<file path="config.mk">
export PLATFORM = sky130hd
export DESIGN_NAME = decode_scoreboard
export DESIGN_NICKNAME = d
export VERILOG_FILES = /design/src/rtl/decode_scoreboard.sv
export SDC_FILE = /design/constraint.sdc
export NUM_CORES = 1
export LEC_CHECK = 0
export ABC_CLOCK_PERIOD_IN_PS = 5700
export CORE_MARGIN = 10
export CORE_UTILIZATION = 50
export CTS_BUF_LIST = sky130_fd_sc_hd__clkbuf_16
export CTS_CLUSTER_SIZE = 20
export DETAILED_ROUTE_END_ITERATION = 10
export PLACE_DENSITY = 0.77
export SLEW_MARGIN = 15
export SYNTH_ARGS = -nofsm -noshare
export SYNTH_HDL_FRONTEND = slang
export SYNTH_SLANG_ARGS = --single-unit
</file>
<file path="constraint.sdc">
create_clock -name clk_i -period 5.7 [get_ports clk_i]
set_clock_uncertainty 0.2 [all_clocks]
set_input_delay 0.855 -clock clk_i [delete_from_list [all_inputs] [get_ports clk_i]]
set_output_delay 0.855 -clock clk_i [all_outputs]
set_load 0.02 [all_outputs]
</file>
<file path="src/rtl/decode_scoreboard.sv">
`default_nettype none
// ============================================================================
// Module   : decode_scoreboard
// Purpose  : Per-register pending-write scoreboard beside the decode stage.
//            Counts in-flight destination writes between decode issue and
//            regfile writeback and raises a combinational stall when a source
//            read hits a pending write or a destination counter is saturated.
// Ports    : clk_i            rising-edge clock
//            rst_ni           asynchronous active-low reset
//            dec_valid_i      decode holds a valid instruction
//            dec_use1_i/dec_ra1_i   source 1 read enable / address
//            dec_use2_i/dec_ra2_i   source 2 read enable / address
//            dec_wen_i/dec_rdst_i   destination write enable / address
//            wb_valid_i/wb_addr_i   writeback retire strobe / address
//            flush_i          squash all in-flight state
//            stall_o          decode must hold (combinational)
//            issue_fire_o     instruction leaves decode (combinational)
//            busy_mask_o      bit i set while register i has pending writes
//            err_underflow_o  sticky: writeback retired an untracked register
//            stall_cycles_o   wrapping count of stalled decode cycles
// Options  : SB_WB_BYPASS_EN  a source whose last pending write retires this
//            cycle is treated as ready (regfile write-through), and a
//            same-cycle retire to a saturated destination frees its slot.
// Revision : 1.0 - initial release
// ============================================================================
module decode_scoreboard #(
    parameter int NREG   = 32,
    parameter int CNT_W  = 2,
    parameter int PERF_W = 32
) (
    input  logic                    clk_i,
    input  logic                    rst_ni,
    input  logic                    dec_valid_i,
    input  logic                    dec_use1_i,
    input  logic [$clog2(NREG)-1:0] dec_ra1_i,
    input  logic                    dec_use2_i,
    input  logic [$clog2(NREG)-1:0] dec_ra2_i,
    input  logic                    dec_wen_i,
    input  logic [$clog2(NREG)-1:0] dec_rdst_i,
    input  logic                    wb_valid_i,
    input  logic [$clog2(NREG)-1:0] wb_addr_i,
    input  logic                    flush_i,
    output logic                    stall_o,
    output logic                    issue_fire_o,
    output logic [NREG-1:0]         busy_mask_o,
    output logic                    err_underflow_o,
    output logic [PERF_W-1:0]       stall_cycles_o
);

    localparam int             AW      = $clog2(NREG);
    localparam logic [CNT_W-1:0] CNT_MAX = '1;
    localparam logic [CNT_W-1:0] CNT_ONE = CNT_W'(1);

    logic [CNT_W-1:0]  count_q [NREG];
    logic [CNT_W-1:0]  count_d [NREG];
    logic              err_underflow_q, err_underflow_d;
    logic [PERF_W-1:0] stall_cycles_q, stall_cycles_d;

    logic [NREG-1:0]   wb_hit;   // writeback targets register i this cycle
    logic [NREG-1:0]   pend;     // register i blocks a source read
    logic              raw1, raw2, sat;

    // ------------------------------------------------------------------
    // Per-register decode of writeback and pending status
    // ------------------------------------------------------------------
    for (genvar i = 0; i < NREG; i++) begin : g_reg
        assign wb_hit[i]      = wb_valid_i && (wb_addr_i == AW'(i));
        assign busy_mask_o[i] = (count_q[i] != '0);
`ifdef SB_WB_BYPASS_EN
        // Last pending write retiring now is visible through the regfile.
        assign pend[i] = (count_q[i] != '0) && !(wb_hit[i] && (count_q[i] == CNT_ONE));
`else
        assign pend[i] = (count_q[i] != '0);
`endif
    end

    // ------------------------------------------------------------------
    // Hazard detection and issue
    // ------------------------------------------------------------------
    assign raw1 = dec_use1_i && (dec_ra1_i != '0) && pend[dec_ra1_i];
    assign raw2 = dec_use2_i && (dec_ra2_i != '0) && pend[dec_ra2_i];
`ifdef SB_WB_BYPASS_EN
    // A retire to the same destination frees a slot for this write.
    assign sat  = dec_wen_i && (dec_rdst_i != '0) &&
                  (count_q[dec_rdst_i] == CNT_MAX) && !wb_hit[dec_rdst_i];
`else
    assign sat  = dec_wen_i && (dec_rdst_i != '0) &&
                  (count_q[dec_rdst_i] == CNT_MAX);
`endif

    assign stall_o      = dec_valid_i && (raw1 || raw2 || sat);
    assign issue_fire_o = dec_valid_i && !stall_o && !flush_i;

    // ------------------------------------------------------------------
    // Next-state logic
    // ------------------------------------------------------------------
    always_comb begin
        for (int r = 0; r < NREG; r++) begin
            count_d[r] = count_q[r];
        end
        // Register 0 is architecturally constant and never tracked.
        for (int r = 1; r < NREG; r++) begin
            logic inc, dec;
            inc = issue_fire_o && dec_wen_i && (dec_rdst_i == AW'(r));
            dec = wb_hit[r] && (count_q[r] != '0);
            if (inc && !dec) begin
                count_d[r] = count_q[r] + CNT_ONE;
            end else if (dec && !inc) begin
                count_d[r] = count_q[r] - CNT_ONE;
            end
        end
        count_d[0] = '0;
        // Flush overrides any same-cycle increment or retire.
        if (flush_i) begin
            for (int r = 0; r < NREG; r++) begin
                count_d[r] = '0;
            end
        end
    end

    // A retire is only an error when nothing was pending and the cycle
    // is not being squashed.
    assign err_underflow_d = err_underflow_q ||
                             (wb_valid_i && (wb_addr_i != '0) &&
                              (count_q[wb_addr_i] == '0) && !flush_i);

    assign stall_cycles_d  = (dec_valid_i && stall_o && !flush_i) ?
                             stall_cycles_q + PERF_W'(1) : stall_cycles_q;

    // ------------------------------------------------------------------
    // State registers
    // ------------------------------------------------------------------
    always_ff @(posedge clk_i or negedge rst_ni) begin
        if (!rst_ni) begin
            for (int r = 0; r < NREG; r++) begin
                count_q[r] <= '0;
            end
            err_underflow_q <= 1'b0;
            stall_cycles_q  <= '0;
        end else begin
            for (int r = 0; r < NREG; r++) begin
                count_q[r] <= count_d[r];
            end
            err_underflow_q <= err_underflow_d;
            stall_cycles_q  <= stall_cycles_d;
        end
    end

    assign err_underflow_o = err_underflow_q;
    assign stall_cycles_o  = stall_cycles_q;

endmodule
`default_nettype wire

</file>
# Word-level counts from Yosys, hierarchy flattened
# Index checks and enable logic that the tools add are counted.
[word_totals]
ff_bits = 97
input_bits = 28
elab_cells = 544
output_inout_bits = 67
[classes]
n_eq_ne = 63
n_lt_le_gt_ge = 4
muxes = 73
n_addsub = 63
reduce_logical = 305
n_bitwise = 2
[ops]
columns = ["operator", "n"]
rows = [
  ["1-bit logical AND", 170],
  ["5-bit == test (second input constant)", 32],
  ["2-bit two-way mux", 66],
  ["3-bit nonzero test", 31],
  ["5-bit by 4-bit == test with 1-bit output (second input constant)", 16],
  ["1-bit logical NOT", 64],
  ["2-bit nonzero test", 32],
  ["2-bit by 1-bit adder with 2-bit output (second input constant)", 31],
  ["62-bit two-way mux", 1],
  ["2-bit by 1-bit subtractor with 2-bit output (second input constant)", 31],
  ["5-bit by 3-bit == test with 1-bit output (second input constant)", 8],
  ["32-bit by 1-bit adder with 32-bit output (second input constant)", 1],
  ["2-bit binary-select mux with 5-bit select", 2],
  ["5-bit by 2-bit == test with 1-bit output (second input constant)", 4],
  ["5-bit nonzero test", 4],
  ["6-bit greater-or-equal comparator (second input constant)", 2],
  ["5-bit by 6-bit < comparator with 1-bit output (second input constant)", 2],
  ["5-bit NOT with 6-bit output", 2],
  ["1-bit binary-select mux with 5-bit select", 2],
  ["5-bit by 1-bit == test with 1-bit output (second input constant)", 2],
  ["1-bit logical OR", 3],
  ["2-bit == test (second input constant)", 1],
  ["2-bit logical NOT", 1],
  ["1-bit two-way mux", 2],
]

# Depth between registers and ports, before layout
[logic_depth]
word_depth = 18
depth_mapped = 12

# Worst setup path before layout
# Ideal clock, no wire load.
[synth_timing]
kind = "in2out"
start = "in dec_rdst_i[0]"
end = "out issue_fire_o"
stages = 10
t_arrival_ns = 2.989
slack_ns = 1.656
t_required_ns = 4.645
cell_sequence = "buf_2 -> mux4_2 -> mux2i_1 -> nor3_1 -> o221a_2 -> a31oi_4 -> and3_1 -> buf_2 -> buf_2 -> and2_1"
[synth_via]
elab_chain_len = 11
word_cells_on_any_way = 13
[synth_lines]
columns = ["item", "line", "rtl"]
rows = [
  ["from (decl)", "39", "input logic [$clog2(NREG)-1:0] dec_rdst_i,"],
  ["5-bit NOT with 6-bit output (implied by the code)", "88", "(count_q[dec_rdst_i] == CNT_MAX);"],
  ["2-bit binary-select mux with 5-bit select", "88", ""],
  ["2-bit two-way mux (implied by the code) (2 in a row)", "88", ""],
  ["2-bit == test", "88", ""],
  ["1-bit logical AND (*)", "87", "assign sat = dec_wen_i && (dec_rdst_i != '0) &&"],
  ["1-bit logical OR (*)", "91", "assign stall_o = dec_valid_i && (raw1 || raw2 || sat);"],
  ["1-bit logical AND (*)", "91", ""],
  ["1-bit logical NOT (*)", "92", "assign issue_fire_o = dec_valid_i && !stall_o && !flush_i;"],
  ["1-bit logical AND (*) (2 in a row)", "92", ""],
  ["to (decl)", "44", "output logic issue_fire_o,"],
]
# Every way passes the cells marked *; elsewhere a longest branch is shown, timed or not. The select of a mux whose other input is x is not followed.

# Worst setup path after layout
[layout_timing]
start = "in dec_rdst_i[0]"
end = "out stall_o"
[layout_via]
elab_chain_len = 8
word_cells_on_any_way = 10
[layout_lines]
columns = ["item", "line", "rtl"]
rows = [
  ["5-bit NOT with 6-bit output (implied by the code)", "88", ""],
  ["2-bit binary-select mux with 5-bit select", "88", ""],
  ["2-bit two-way mux (implied by the code) (2 in a row)", "88", ""],
  ["2-bit == test", "88", ""],
  ["1-bit logical AND (*)", "87", ""],
  ["1-bit logical OR (*)", "91", ""],
  ["1-bit logical AND (*)", "91", ""],
  ["to (decl)", "43", "output logic stall_o,"],
]
# Marked as above.

==> flow_summary.yaml <==
worst_setup_path:
  slowest_delay_ps: 800
  crit_start: "dec_rdst_i[0]"
  slowest_stage: "clkdlybuf4s50_1"
  path_cells: "clkdlybuf4s50_1 -> mux4_2 -> mux2i_1 -> nor3_1 -> o221a_2 -> a31oi_4 -> and3_1 -> buf_4 -> nor2b_1 -> clkdlybuf4s50_1"
  cpMostUsedCell: "clkdlybuf4s50_1"
  critPathTopFamily: "buffers and inverters"
  start_kind: "input port"
  critPathMaxFanout: 23
  crit_path_end_kind: "primary output"
  path_buf_inv: 3
  critPathRequiredTime_ps: 4640
  cp.arrival_ps: 4150
  path_class: "in -> out"
  r2r-start: "count_q[8]$_DFFE_PN0P_"
layout:
  syn2layout_area_growth_pct: 19.13
  diodes: 0
  fill_cells: 1266
  fin_nets: 963
  design_area_um2: 8284
  drive_gt1_share_pct: 6.496
routing:
  num_vias: 6753
  antenna_left: 0
  via_per_inst: 6.035
  drcViolationCount: 0
  drt_iter0_markers: 866
  firstDrtPassIters: 5
  wl_um: 21600
  wire_per_inst_um: 19.30
floorplan:
  start_util_pct: 50.49
  io-pin-count: 95
  rows: 43
  core-area_um2: 13770
  die_width_um: 137.9
  fp.dieH_um: 137.9
  dieArea_um2: 19030
power:
  power_density_nw_per_um2: 188.6
  peakVddDrop_uv: 149.2
  p_leak_nw: 3.633
  power_mw: 1.562
synthesis:
  synth_seq_cells: 95
  async_flop_share_pct: 100.0
  ys_types: 60
  synth_ff_type: "dfrtp_1"
  yosysSeqAreaShare_pct: 34.18
  syn_avg_cell_area_um2: 8.040
  yosys_warnings: 0
  syn_nets: 894
  synth_edf_count: 0
  synth_area_um2: 6954
  postSynthCellCount: 865
clock_tree:
  insertion_delay_ps: 360
  cts.sinks: 95
  post_cts_resized: 0
  postCtsSetupRepairBufs: 0
  root_buffer: "clkbuf_16"
  cts_tree: "yes"
  clkTransAtPathRegs_ps: 70
  ctsLongestPathBuffers: 2
  cts_max_level: 3
  cts_buffers: 9
  hold_buffers: 0
sta:
  fmax_mhz: 192.2
  worst_pin_slew_ps: 936.3
  final_max_slew_viol_count: 0
  fin_hold_ws_ps: 263.2
  hold_viol: 0
  fin_setup_tns_ps: 0
  min_period_ps: 5202
  rsz0062_at_grt: "false"
  fin_crit_sh_pct: 91.26
  relSlewSlack_pct: 37.35
  setup_violations: 0
global_route:
  antenna_found_initial: 0
  grt_use_total_pct: 22.67
  grt_pass1_vias: 6211
  grt_pass1_wl_um: 33880
  grt_overflow: 0
  grt_max_degree: 63
hold_path:
  worst_hold_path_type: "in -> async"
place:
  io_buffers: 93
  dp.final_hpwl_um: 16180
  place_area_um2: 7993
  place_congestion: 0.9558
flow_run:
  cap_violations: 0
run_status:
  outcome: "completed"
## cell families after synthesis
kind of cell               after synthesis  share of synthesized area, %
adders and majority gates                1                        0.1799
and+or+nand+nor                        426                         30.71
xor gates and xnor gates                65                         8.186
DFF                                     95                         34.18
buffers and inverters                   94                         5.470
AOI/OAI and AO/OA                      162                         15.10
other                                    1                       0.05392
muxes                                   21                         6.117
## registers in the layout, summed over array words and instances (netlist names)
| register | cells |
|---|---|
| count_q | 62 |
| err_underflow_o | 1 |
| stall_cycles_o | 32 |
## worst reg2reg max path: stages (launching register included)
cell and delay (ps):
dfrtp_1 430, nor2_1 350, inv_1 160, mux4_2 470, a2111oi_0 440, a31oi_1 130, a31oi_4 230, buf_4 340
nand4_2 210, o21a_1 230, a2111oi_2 340
## synthesized netlist by cell type (3+ instances only)
| cell | count | area [um^2] |
|---|---|---|
| clkbuf_1 | 32 | 120.1 |
| a211oi_1 | 11 | 82.58 |
| a21o_1 | 5 | 37.54 |
| nand2b_1 | 15 | 93.84 |
| o21bai_1 | 25 | 187.7 |
| nor3b_1 | 24 | 180.2 |
| nor2_1 | 119 | 446.7 |
| a31oi_1 | 3 | 18.77 |
| nor2b_1 | 7 | 43.79 |
| nand2_1 | 72 | 270.3 |
| mux4_2 | 17 | 382.9 |
| nand3_1 | 29 | 145.1 |
| dfrtp_1 | 95 | 2377 |
| nor4_1 | 15 | 93.84 |
| o211ai_1 | 6 | 45.04 |
| nor3_1 | 52 | 260.3 |
| or2_2 | 6 | 37.54 |
| buf_2 | 13 | 65.06 |
| o22ai_1 | 3 | 18.77 |
| nand4_1 | 36 | 225.2 |
| inv_1 | 46 | 172.7 |
| xor2_1 | 31 | 271.5 |
| o21ai_0 | 46 | 230.2 |
| and3_1 | 11 | 68.82 |
| and2_1 | 29 | 181.4 |
| a21oi_1 | 40 | 200.2 |
| xnor2_1 | 34 | 297.8 |
## worst paths after layout
kind / end / slack, ps / depth (start not counted)
max: stall_o / 500 / 10
min: stall_cycles_o[11]$_DFFE_PN0P_ / 260 / 1
max reg2reg: count_q[19]$_DFFE_PN0P_ / 2060 / 10
min reg2reg: stall_cycles_o[31]$_DFFE_PN0P_ / 270 / 1
max in group asynchronous: count_q[42]$_DFFE_PN0P_ / 3900 / 2
min in group clk_i: stall_cycles_o[31]$_DFFE_PN0P_ / 270 / 1
## report_power, final
group          internal [mW]  leakage (nW)  total (mW)  switching [mW]
combinational         0.0927          2.20       0.249           0.157
sequential             0.688          1.29       0.709          0.0205
clock                  0.306         0.143       0.604           0.298
## routing by layer
metal / vias up / GRT usage (%) / part of all wire [%]
met2: 310 / 35.65 / 47
met1: 3213 / 30.38 / 42
met3: 44 / 4.420 / 8.8
met4: 0 / 8.227 / 2.3
li1: 3186 / - / -
met5: - / 0 / 0
## cell usage in the layout (no fill, tap or decap), types with 14 or more instances in the layout
cell and n:
a21oi_1 40, xor2_1 31, nand2_1 72, nand4_1 36, dfrtp_1 95, nor3b_1 24
xnor2_1 34, nor3_1 52, o21bai_1 25, inv_1 46, mux4_2 17, clkdlybuf4s50_1 91
buf_4 14, and2_1 29, nand2b_1 15, nor2_1 119, o21ai_0 46, nor4_1 15
nand3_1 29
## through the flow
stage | worst slack, ps | util [%] | instances
2_1_floorplan | 1656 | - | 865
3_3_place_gp | 648.1 | 58.03 | 1103
3_5_place_dp | 497.1 | 58.03 | 1103
4_1_cts | 489.1 | 60.15 | 1119
5_1_grt | 392.0 | 60.15 | 1119
6_report | 498.2 | 60.15 | 1119
## layout make-up
type	instances	area, um^2	share of cell area (%)
multi-input combinational	676	4197	50.66
sequential	95	2377	28.70
timing repair buffer	106	1021	12.32
clock buffer	9	225.2	2.719
tap	180	225.2	2.719
inverter	46	172.7	2.084
clock inverter	7	66.31	0.8005
Note: power is estimated with default switching activity, not from simulation.
